## src/rtl/lcd_cmd_seq.sv

```systemverilog
// rtl/lcd_cmd_seq.sv - LCD controller command sequencer (FIFO + issue FSM); optional LCD_CMD_FILTER_EN rejects codes 12-15
module lcd_cmd_seq #(
    parameter int FIFO_DEPTH = 4,
    parameter int CNT_W      = 8
) (
    input  logic             clk,
    input  logic             reset,
    input  logic [3:0]       host_cmd,
    input  logic             host_valid,
    output logic             host_ready,
    input  logic             lcd_busy,
    input  logic             lcd_done,
    output logic [3:0]       cmd,
    output logic             cmd_valid,
    output logic             seq_idle,
    output logic [CNT_W-1:0] cmd_count,
    output logic             err_illegal
);
    localparam int AW = $clog2(FIFO_DEPTH);
    localparam logic [AW:0] FULL_CNT = (AW+1)'(FIFO_DEPTH);

    typedef enum logic [2:0] {
        LOAD, READY, ACK, WAIT_FREE, WAIT_DONE, WAIT_RELOAD
    } state_t;

    state_t         state, state_next;
    logic [3:0]     mem [FIFO_DEPTH];
    logic [AW-1:0]  wr_ptr, rd_ptr;
    logic [AW:0]    count;
    logic           push_req, push, pop, illegal;

    assign host_ready = (count != FULL_CNT);
    assign push_req   = host_valid && host_ready;
    assign push       = push_req && !illegal;
    assign seq_idle   = (count == '0) && (state == READY);

`ifdef LCD_CMD_FILTER_EN
    // Rejected codes still complete the handshake so the host never stalls on them
    assign illegal = (host_cmd[3:2] == 2'b11);

    always_ff @(posedge clk or negedge reset) begin
        if (!reset) err_illegal <= 1'b0;
        else        err_illegal <= push_req && illegal;
    end
`else
    assign illegal     = 1'b0;
    assign err_illegal = 1'b0;
`endif

    always_ff @(posedge clk) begin
        if (push) mem[wr_ptr] <= host_cmd;
    end

    always_ff @(posedge clk or negedge reset) begin
        if (!reset) begin
            wr_ptr <= '0;
            rd_ptr <= '0;
            count  <= '0;
        end else begin
            if (push) wr_ptr <= wr_ptr + 1'b1;
            if (pop)  rd_ptr <= rd_ptr + 1'b1;
            case ({push, pop})
                2'b10:   count <= count + 1'b1;
                2'b01:   count <= count - 1'b1;
                default: count <= count;
            endcase
        end
    end

    always_ff @(posedge clk or negedge reset) begin
        if (!reset) state <= LOAD;
        else        state <= state_next;
    end

    // cmd holds the code under acknowledgement, so ACK can classify it directly
    always_comb begin
        state_next = state;
        pop        = 1'b0;
        case (state)
            LOAD:        if (!lcd_busy) state_next = READY;
            READY: begin
                if ((count != '0) && !lcd_busy) begin
                    pop        = 1'b1;
                    state_next = ACK;
                end
            end
            ACK:         if (lcd_busy) state_next = (cmd == 4'd0) ? WAIT_DONE : WAIT_FREE;
            WAIT_FREE:   if (!lcd_busy) state_next = READY;
            WAIT_DONE:   if (lcd_done) state_next = WAIT_RELOAD;
            WAIT_RELOAD: if (lcd_busy) state_next = LOAD;
            default:     state_next = LOAD;
        endcase
    end

    always_ff @(posedge clk or negedge reset) begin
        if (!reset) begin
            cmd       <= 4'd0;
            cmd_valid <= 1'b0;
            cmd_count <= '0;
        end else begin
            cmd_valid <= pop;
            if (pop) begin
                cmd       <= mem[rd_ptr];
                cmd_count <= cmd_count + 1'b1;
            end
        end
    end
endmodule

```

## config.mk

```make
export PLATFORM = sky130hd
export DESIGN_NAME = lcd_cmd_seq
export DESIGN_NICKNAME = d
export VERILOG_FILES = /design/src/rtl/lcd_cmd_seq.sv
export SDC_FILE = /design/constraint.sdc
export NUM_CORES = 1
export LEC_CHECK = 0
export BUFFER_PORTS_ARGS = -buffer_cell sky130_fd_sc_hd__buf_2
export CAP_MARGIN = 25
export CORE_MARGIN = 10
export CORE_UTILIZATION = 60
export CTS_CLUSTER_DIAMETER = 60
export CTS_CLUSTER_SIZE = 25
export DETAILED_ROUTE_END_ITERATION = 10
export PLACE_DENSITY = 0.95
export REMOVE_ABC_BUFFERS = 1
export SLEW_MARGIN = 30
export SYNTH_ARGS = -nofsm -noshare
export SYNTH_HDL_FRONTEND = slang
export SYNTH_SLANG_ARGS = --single-unit
```

## constraint.sdc

```tcl
create_clock -name clk -period 3.8 [get_ports clk]
set_clock_uncertainty 0.1 [all_clocks]
set_input_delay 0.19 -clock clk [delete_from_list [all_inputs] [get_ports clk]]
set_output_delay 0.19 -clock clk [all_outputs]
set_load 0.02 [all_outputs]
```

==> results of run 1 <==
-- metal layers --
metal  wire, um  part of all wire, %  vias to the layer above
met4         55                  1.7                        0
met1       1370                   43                      539
met5          0                    0                        -
li1           -                    -                      533
met3        235                  7.3                        6
met2       1560                   48                       39
-- registers in the layout, summed over array words and instances (netlist names) --
| signal | cells |
|---|---|
| cmd | 4 |
| cmd_count | 8 |
| cmd_valid | 1 |
| count | 3 |
| mem | 16 |
| rd_ptr | 2 |
| state | 3 |
| wr_ptr | 2 |
-- worst paths after layout --
kind                       slack (ps)  cells after the start                       end                      from
max                              1250                      9      count[2]$_DFFE_PN0P_      state[1]$_DFFE_PN0P_
min                               160                      3     wr_ptr[0]$_DFFE_PN0P_                host_valid
max reg2reg                      1250                      9      count[2]$_DFFE_PN0P_      state[1]$_DFFE_PN0P_
min reg2reg                       390                      1  cmd_count[7]$_DFFE_PN0P_  cmd_count[7]$_DFFE_PN0P_
max in group asynchronous        3030                      2  cmd_count[3]$_DFFE_PN0P_                     reset
min in group asynchronous         240                      2     wr_ptr[1]$_DFFE_PN0P_                     reset
-- repair_timing --
item                                    in CTS  in global routing
setup buffers                                0                  0
hold buffers                                 5                  0
endpoints found under the hold margin       39                  0
endpoints found under the setup margin       0                  0
-- tightest hold or removal path, delay by kind of cell --
family	cells	cell delay [ps]
xor+xnor	1	80
buf+inv	1	100
simple gates	1	190
-- final cells by class --
cell class	count	share of cell area, %
Sequential cell	39	52.9
Multi-Input combinational cell	86	32.7
Timing Repair Buffer	28	8.28
Tap cell	31	1.94
Clock buffer	5	1.88
Inverter	7	1.32
Clock inverter	3	1.00
-- placed cells by master, fill, tap and decap left out, types with 2 or more instances in the layout --
cell / netlist / layout
xnor2_1: 8 / 8
xor2_1: 5 / 5
nand2_1: 21 / 21
o21ai_0: 3 / 3
and2_1: 3 / 3
clkinvlp_4: 0 / 2
clkbuf_4: 0 / 5
nor3_1: 2 / 2
dfrtp_1: 23 / 23
nor4_1: 2 / 2
nor2_1: 5 / 5
buf_2: 2 / 23
inv_1: 6 / 6
nand4_1: 4 / 4
ha_1: 6 / 6
nand3_1: 2 / 2
edfxtp_1: 16 / 16
and3_1: 5 / 5
a21oi_1: 2 / 2
dlygate4sd3_1: 0 / 5
mux4_2: 4 / 4
-- logic make-up after synthesis --
kind of cell / after synthesis / share of synthesized area [%]
mux: 6 / 6.26
xor+xnor: 13 / 6.40
flops: 39 / 59.4
simple gates: 51 / 15.8
compound gates: 8 / 2.60
buf+inv: 13 / 3.94
fa+ha+maj: 7 / 5.35
other cells: 1 / 0.211
-- power groups by stage --
stage / Sequential (W) / Clock (W) / Combinational, W
3_5_place_dp: 0.000738 / 0 / 0.000552
5_1_grt: 0.000751 / 0.000238 / 0.000614
4_1_cts: 0.000729 / 0.000214 / 0.000558
3_3_place_gp: 0.000716 / 0 / 0.000526
6_report: 0.000729 / 0.000205 / 0.000549
2_1_floorplan: 0.000757 / 0 / 0.000354
-- metrics by stage --
stage	hold slack, ps	total power, W	utilization (%)	instance area [um2]	worst slack (ps)
6_report	158	0.00148	71.1	2000	1250
5_1_grt	158	0.00160	71.1	2000	1070
4_1_cts	140	0.00150	71.1	2000	1240
3_5_place_dp	88.3	0.00129	67.3	1890	1270
3_3_place_gp	73.0	0.00124	67.3	1890	1420
2_1_floorplan	-206	0.00111	-	1730	1520
==> run_results.csv, run 1 <==
group,metric,value,unit
worst_setup_path,path_buf_inv,2,
timing,fmax,393,MHz
synthesis,synthArstFlopShare,59.0,%
finish,fill_cells,206,
synthesis,yosysMostFrequentCell,"dfrtp_1",
placed_design,io_buffer_count,23,
worst_setup_path,cp-end-kind,"flop",
worst_setup_path,worstSetupPathType,"reg -> reg",
placed_design,placedCellCount,186,
synthesis,yosysSeqAreaShare,59.4,%
clock_network,h-tree-depth,2,
finish,syn2layout_area_growth,12.2,%
clock_network,cts_tree,"done",
clock_network,numCtsBuffers,5,
synthesis,synth_edf_count,16,
worst_setup_path,crit_path_start_kind,"flop",
clock_network,clock_path_buffers,2,
global_route,grt_use_met3,5.72,%
timing,fin_tns_setup,0,ps
timing,finalHoldViolations,0,
global_route,antenna_found_initial,0,
global_route,grtUsageMet1,14.3,%
worst_setup_path,slowest_stage,"dfrtp_1",
pwr,pwr-share-seq,49.2,%
global_route,track_usage,13.0,%
finish,register_area,0.00106,mm2
die,die_x,74.4,um
timing,setup_viol,0,
drt,vias_per_cell,5.61,
worst_setup_path,cp_common_cell,"xor2_1",
finish,nNetsFinal,183,
synthesis,synth_cells,138,
worst_setup_path,crit_arrival,2730,ps
placed_design,dp_hpwl,2430,um
drt,dr.pass1.iters,4,
drt,drtIter0Drc,95,
global_route,grt_first_pass_wirelength,5420,um
finish,instances_no_fill,199,
synthesis,synth.area.top_cells,"dfrtp_1 32%, edfxtp_1 27%, mux4_2 5.1%",
timing,period_share,67.0,%
global_route,grt_overflow_total,0,
clock_network,clk_latency,340,ps
synthesis,synth_top_area_share,32.4,%
die,die_h,74.4,um
clock_network,clkSlewWorstSetupHoldPaths,110,ps
global_route,grtUsageMet2,20.9,%
pwr,power_frac_clock,13.8,%
die,rows,19,
synthesis,synth_cell_types,36,
global_route,grt_max_degree,24,
finish,drive_above_1_share,23.8,%
synthesis,yosys-top-cells-count,"23 x dfrtp_1, 21 x nand2_1, 16 x edfxtp_1",
drt,antenna_left,0,
finish,n_antenna_cell,0,
synthesis,netlist_area,0.00178,mm2
worst_setup_path,path_max_fanout,11,
pwr,switching_power,0.000583,W
drt,wl_per_cell,16.2,um
global_route,grt_pass1_vias,1181,
timing,finalCriticalPeriod,2550,ps
clock_network,root_buffer,"clkbuf_4",
placed_design,gp_congestion,0.786,
die,design.die.area,0.00554,mm2
drt,routed_wl,3220,um
finish,multiInputGateArea,652,um2
die,start_util,63.4,%
drt,vias,1117,
pwr,leakage,0.914,nW
synthesis,yosysTopAreaCell,"dfrtp_1",
synthesis,syn_area_per_cell,12.9,um2
timing,rsz0062_at_grt,"no",
timing,worstMarginPinSlew,510,ps
worst_setup_path,required,3980,ps
timing,relSlewSlack,65.7,%
clock_network,cts_num_sinks,39,
global_route,grt_busiest_layer,"met2",
synthesis,ys_seq_elements,39,
clock_network,cts_resized,0,
die,ioPinCount,25,
run_status,outcome,"completed",
pwr,switching_share,39.3,%
pwr,internal_power,0.000900,W
flow_run,drv_cap,0,
worst_setup_path,cpPeakStageDelay,520,ps
pwr,pwr-share-comb,37.0,%
worst_setup_path,crit_chain,"nor4b_4 > nand2b_2 > inv_2 > ha_1 > inv_1 > fa_1 > xor2_1 > nor2_1 > xor2_1",
drt,drcViolationCount,0,
synthesis,synth-main-ff-cell,"dfrtp_1",
pwr,power.density,743,mW/mm2
die,core_area,0.00281,mm2
timing,slew_viol_final,0,
pwr,ir_worst_vdd,0.315,mV
min_path,hp-class,"in -> reg",
synthesis,yosys_warnings,0,
worst_setup_path,crit_family,"simple AND/OR/NAND/NOR gates",
No activity file was read; power rests on OpenSTA's default activity.
==> run 2: changes to the inputs <==
--- a/config.mk
+++ b/config.mk
@@ -8,11 +8,11 @@
 export BUFFER_PORTS_ARGS = -buffer_cell sky130_fd_sc_hd__buf_2
 export CAP_MARGIN = 25
 export CORE_MARGIN = 10
-export CORE_UTILIZATION = 60
+export CORE_UTILIZATION = 50
 export CTS_CLUSTER_DIAMETER = 60
 export CTS_CLUSTER_SIZE = 25
 export DETAILED_ROUTE_END_ITERATION = 10
-export PLACE_DENSITY = 0.95
+export PLACE_DENSITY = 0.86
 export REMOVE_ABC_BUFFERS = 1
 export SLEW_MARGIN = 30
 export SYNTH_ARGS = -nofsm -noshare
==> constraint.sdc (replaced) <==
create_clock -name clk -period 2.25 [get_ports clk]
set_clock_uncertainty 0.1 [all_clocks]
set_input_delay 0.1125 -clock clk [delete_from_list [all_inputs] [get_ports clk]]
set_output_delay 0.1125 -clock clk [all_outputs]
set_load 0.02 [all_outputs]
==> run 2 against run 1 <==
  * First-iteration DRC count grew 18%
  * Fmax rose by 23%
  * Setup slack worse by 1100 ps
  * Critical path type unchanged
  * Critical endpoint unchanged
  * Largest power group unchanged
==> run_results.csv, run 2 (synthesized netlist as in run 1, its figures left out) <==
group,metric,value,unit
timing,slew_viol_final,0,
min_path,hp-class,"in -> reg",
worst_setup_path,slowest_stage,"dfrtp_1",
timing,whs,50.7,ps
timing,fmax,481,MHz
clock_network,clkSlewWorstSetupHoldPaths,120,ps
worst_setup_path,cpPeakStageDelay,430,ps
clock_network,cts_tree,"done",
finish,syn2layout_area_growth,18.9,%
finish,largest_register_ffs,16,
worst_setup_path,worst_r2r_path_depth,10,
die,design.die.area,0.00634,mm2
pwr,pwr-share-comb,37.3,%
global_route,grtUsageMet2,17.5,%
min_path,hp-start,"host_valid",
timing,finalHoldViolations,0,
run_status,outcome,"completed",
timing,period_share,92.3,%
clock_network,numCtsBuffers,5,
die,die_x,79.6,um
worst_setup_path,crit_arrival,2250,ps
placed_design,io_buffer_count,23,
global_route,grt_busiest_layer,"met2",
finish,fill_cells,265,
worst_setup_path,required,2420,ps
finish,drive_above_1_share,28.7,%
finish,top_regs,"mem (16), cmd_count (8), cmd (4)",
drt,antenna_left,0,
finish,multiInputGateArea,659,um2
worst_setup_path,crit_path_start_kind,"flop",
clock_network,cts_num_sinks,39,
placed_design,placedCellCount,206,
placed_design,dp_hpwl,2390,um
drt,drcViolationCount,0,
clock_network,clk_latency,340,ps
timing,setup_viol,0,
timing,rsz0062_at_grt,"no",
pwr,leakage,0.970,nW
drt,wl_per_cell,14.5,um
drt,vias_per_cell,5.17,
worst_setup_path,r2r_end,"count[2]$_DFFE_PN0P_",
worst_setup_path,worstSetupPathType,"reg -> reg",
worst_setup_path,r2r_start,"count[0]$_DFFE_PN0P_",
clock_network,h-tree-depth,2,
finish,n_antenna_cell,0,
global_route,grt_overflow_total,0,
finish,nNetsFinal,189,
pwr,switching_power,0.00101,W
clock_network,root_buffer,"clkbuf_4",
die,core_area,0.00339,mm2
finish,final_cell_mix,"23 x dfrtp_1, 23 x buf_2, 21 x nand2_1",
clock_network,clock_path_buffers,2,
die,die_h,79.6,um
global_route,grt_first_pass_wirelength,5450,um
global_route,grt_use_met3,5.29,%
worst_setup_path,crit_chain,"inv_2 > nand3_2 > and2_4 > inv_1 > ha_1 > inv_1 > fa_1 > xor2_1 > nor2_1 > xor2_1",
drt,routed_wl,3200,um
drt,drtIter0Drc,112,
min_path,min_path_cells,3,
pwr,power_frac_clock,20.4,%
worst_setup_path,cp-end-kind,"flop",
timing,finalCriticalPeriod,2080,ps
finish,top_register,"mem",
global_route,grt_max_degree,24,
pwr,ir_worst_vdd,0.687,mV
die,rows,21,
pwr,power.density,1340,mW/mm2
timing,relSlewSlack,64.0,%
die,ioPinCount,25,
worst_setup_path,reg2reg_slack,170,ps
pwr,internal_power,0.00181,W
die,start_util,52.5,%
worst_setup_path,path_max_fanout,6,
global_route,grtUsageMet1,12.2,%
drt,dr.pass1.iters,4,
global_route,antenna_found_initial,0,
finish,register_area,0.00106,mm2
global_route,track_usage,10.7,%
drt,vias,1137,
timing,worstMarginPinSlew,535,ps
global_route,grt_pass1_vias,1182,
min_path,worstHoldEndpoint,"wr_ptr[0]$_DFFE_PN0P_",
pwr,pwr-share-seq,42.3,%
placed_design,gp_congestion,0.752,
finish,instances_no_fill,220,
pwr,switching_share,35.8,%
flow_run,drv_cap,0,
==> run 2: cell types whose count changed in the layout (fill, tap and decap cells not counted), moves of 2 or more <==
cell / before / now
buf_4: 0 / 6
inv_2: 1 / 3
bufinv_16: 0 / 2
inv_1: 6 / 4
==> run 2: power groups by stage <==
stage                     Clock [W]  Sequential, W  Combinational [W]
after CTS                  0.000586        0.00119            0.00105
after detailed placement          0        0.00121            0.00104
after global routing       0.000622        0.00123            0.00118
after floorplan                   0        0.00128           0.000598
after global placement            0        0.00119           0.000971
final                      0.000575        0.00119            0.00105
==> run 2: per-layer routing <==
layer,vias up,part of all wire (%)
met5,-,0
met4,0,0.38
met3,2,9.2
met2,37,49
met1,557,42
li1,541,-
==> run 2: final cells by class <==
cell class | instances | share of cell area [%]
inverters | 7 | 1.24
clock buffers | 5 | 1.78
clock inverters | 3 | 3.20
multi-input cells | 86 | 31.2
repair buffers | 34 | 9.94
well taps | 46 | 2.72
flip-flops and latches | 39 | 49.9
==> run 2: per-stage QoR <==
stage	power (W)	instance area, um2	TNS, ps	util (%)	setup WS, ps
after global routing	0.00303	2110	0	62.4	3.14
after floorplan	0.00188	1730	-34.5	-	-34.5
after global placement	0.00216	1940	0	57.4	208
final	0.00282	2110	0	62.4	173
after CTS	0.00283	2100	0	61.9	38.7
after detailed placement	0.00225	1940	0	57.4	81.9
==> run 2: repair_timing <==
item	CTS	global route
resized for setup	0	4
hold buffers	5	0
endpoints found under the setup margin	0	1
setup buffers	0	1
hold endpoints to repair	39	0
==> run 2: worst max path at each step <==
| stage | start | to | slack (ps) | depth (start not counted) |
|---|---|---|---|---|
| floorplan | state[1]$_DFFE_PN0P_ | count[2]$_DFFE_PN0P_ | -30 | 9 |
| global placement | count[0]$_DFFE_PN0P_ | count[2]$_DFFE_PN0P_ | 210 | 10 |
| detailed placement | count[0]$_DFFE_PN0P_ | count[2]$_DFFE_PN0P_ | 80 | 10 |
| CTS | count[0]$_DFFE_PN0P_ | count[2]$_DFFE_PN0P_ | 40 | 10 |
| global route | state[0]$_DFFE_PN0P_ | count[2]$_DFFE_PN0P_ | 3 | 9 |
| finish | count[0]$_DFFE_PN0P_ | count[2]$_DFFE_PN0P_ | 170 | 10 |
==> run 2: critical path: cells and delay by family (launching register included) <==
kind / cells / cell delay (ps)
XOR/XNOR: 2 / 310
buffers and inverters: 3 / 210
flip-flops: 1 / 430
adder cells (fa/ha/maj): 2 / 540
AND/OR/NAND/NOR: 3 / 420
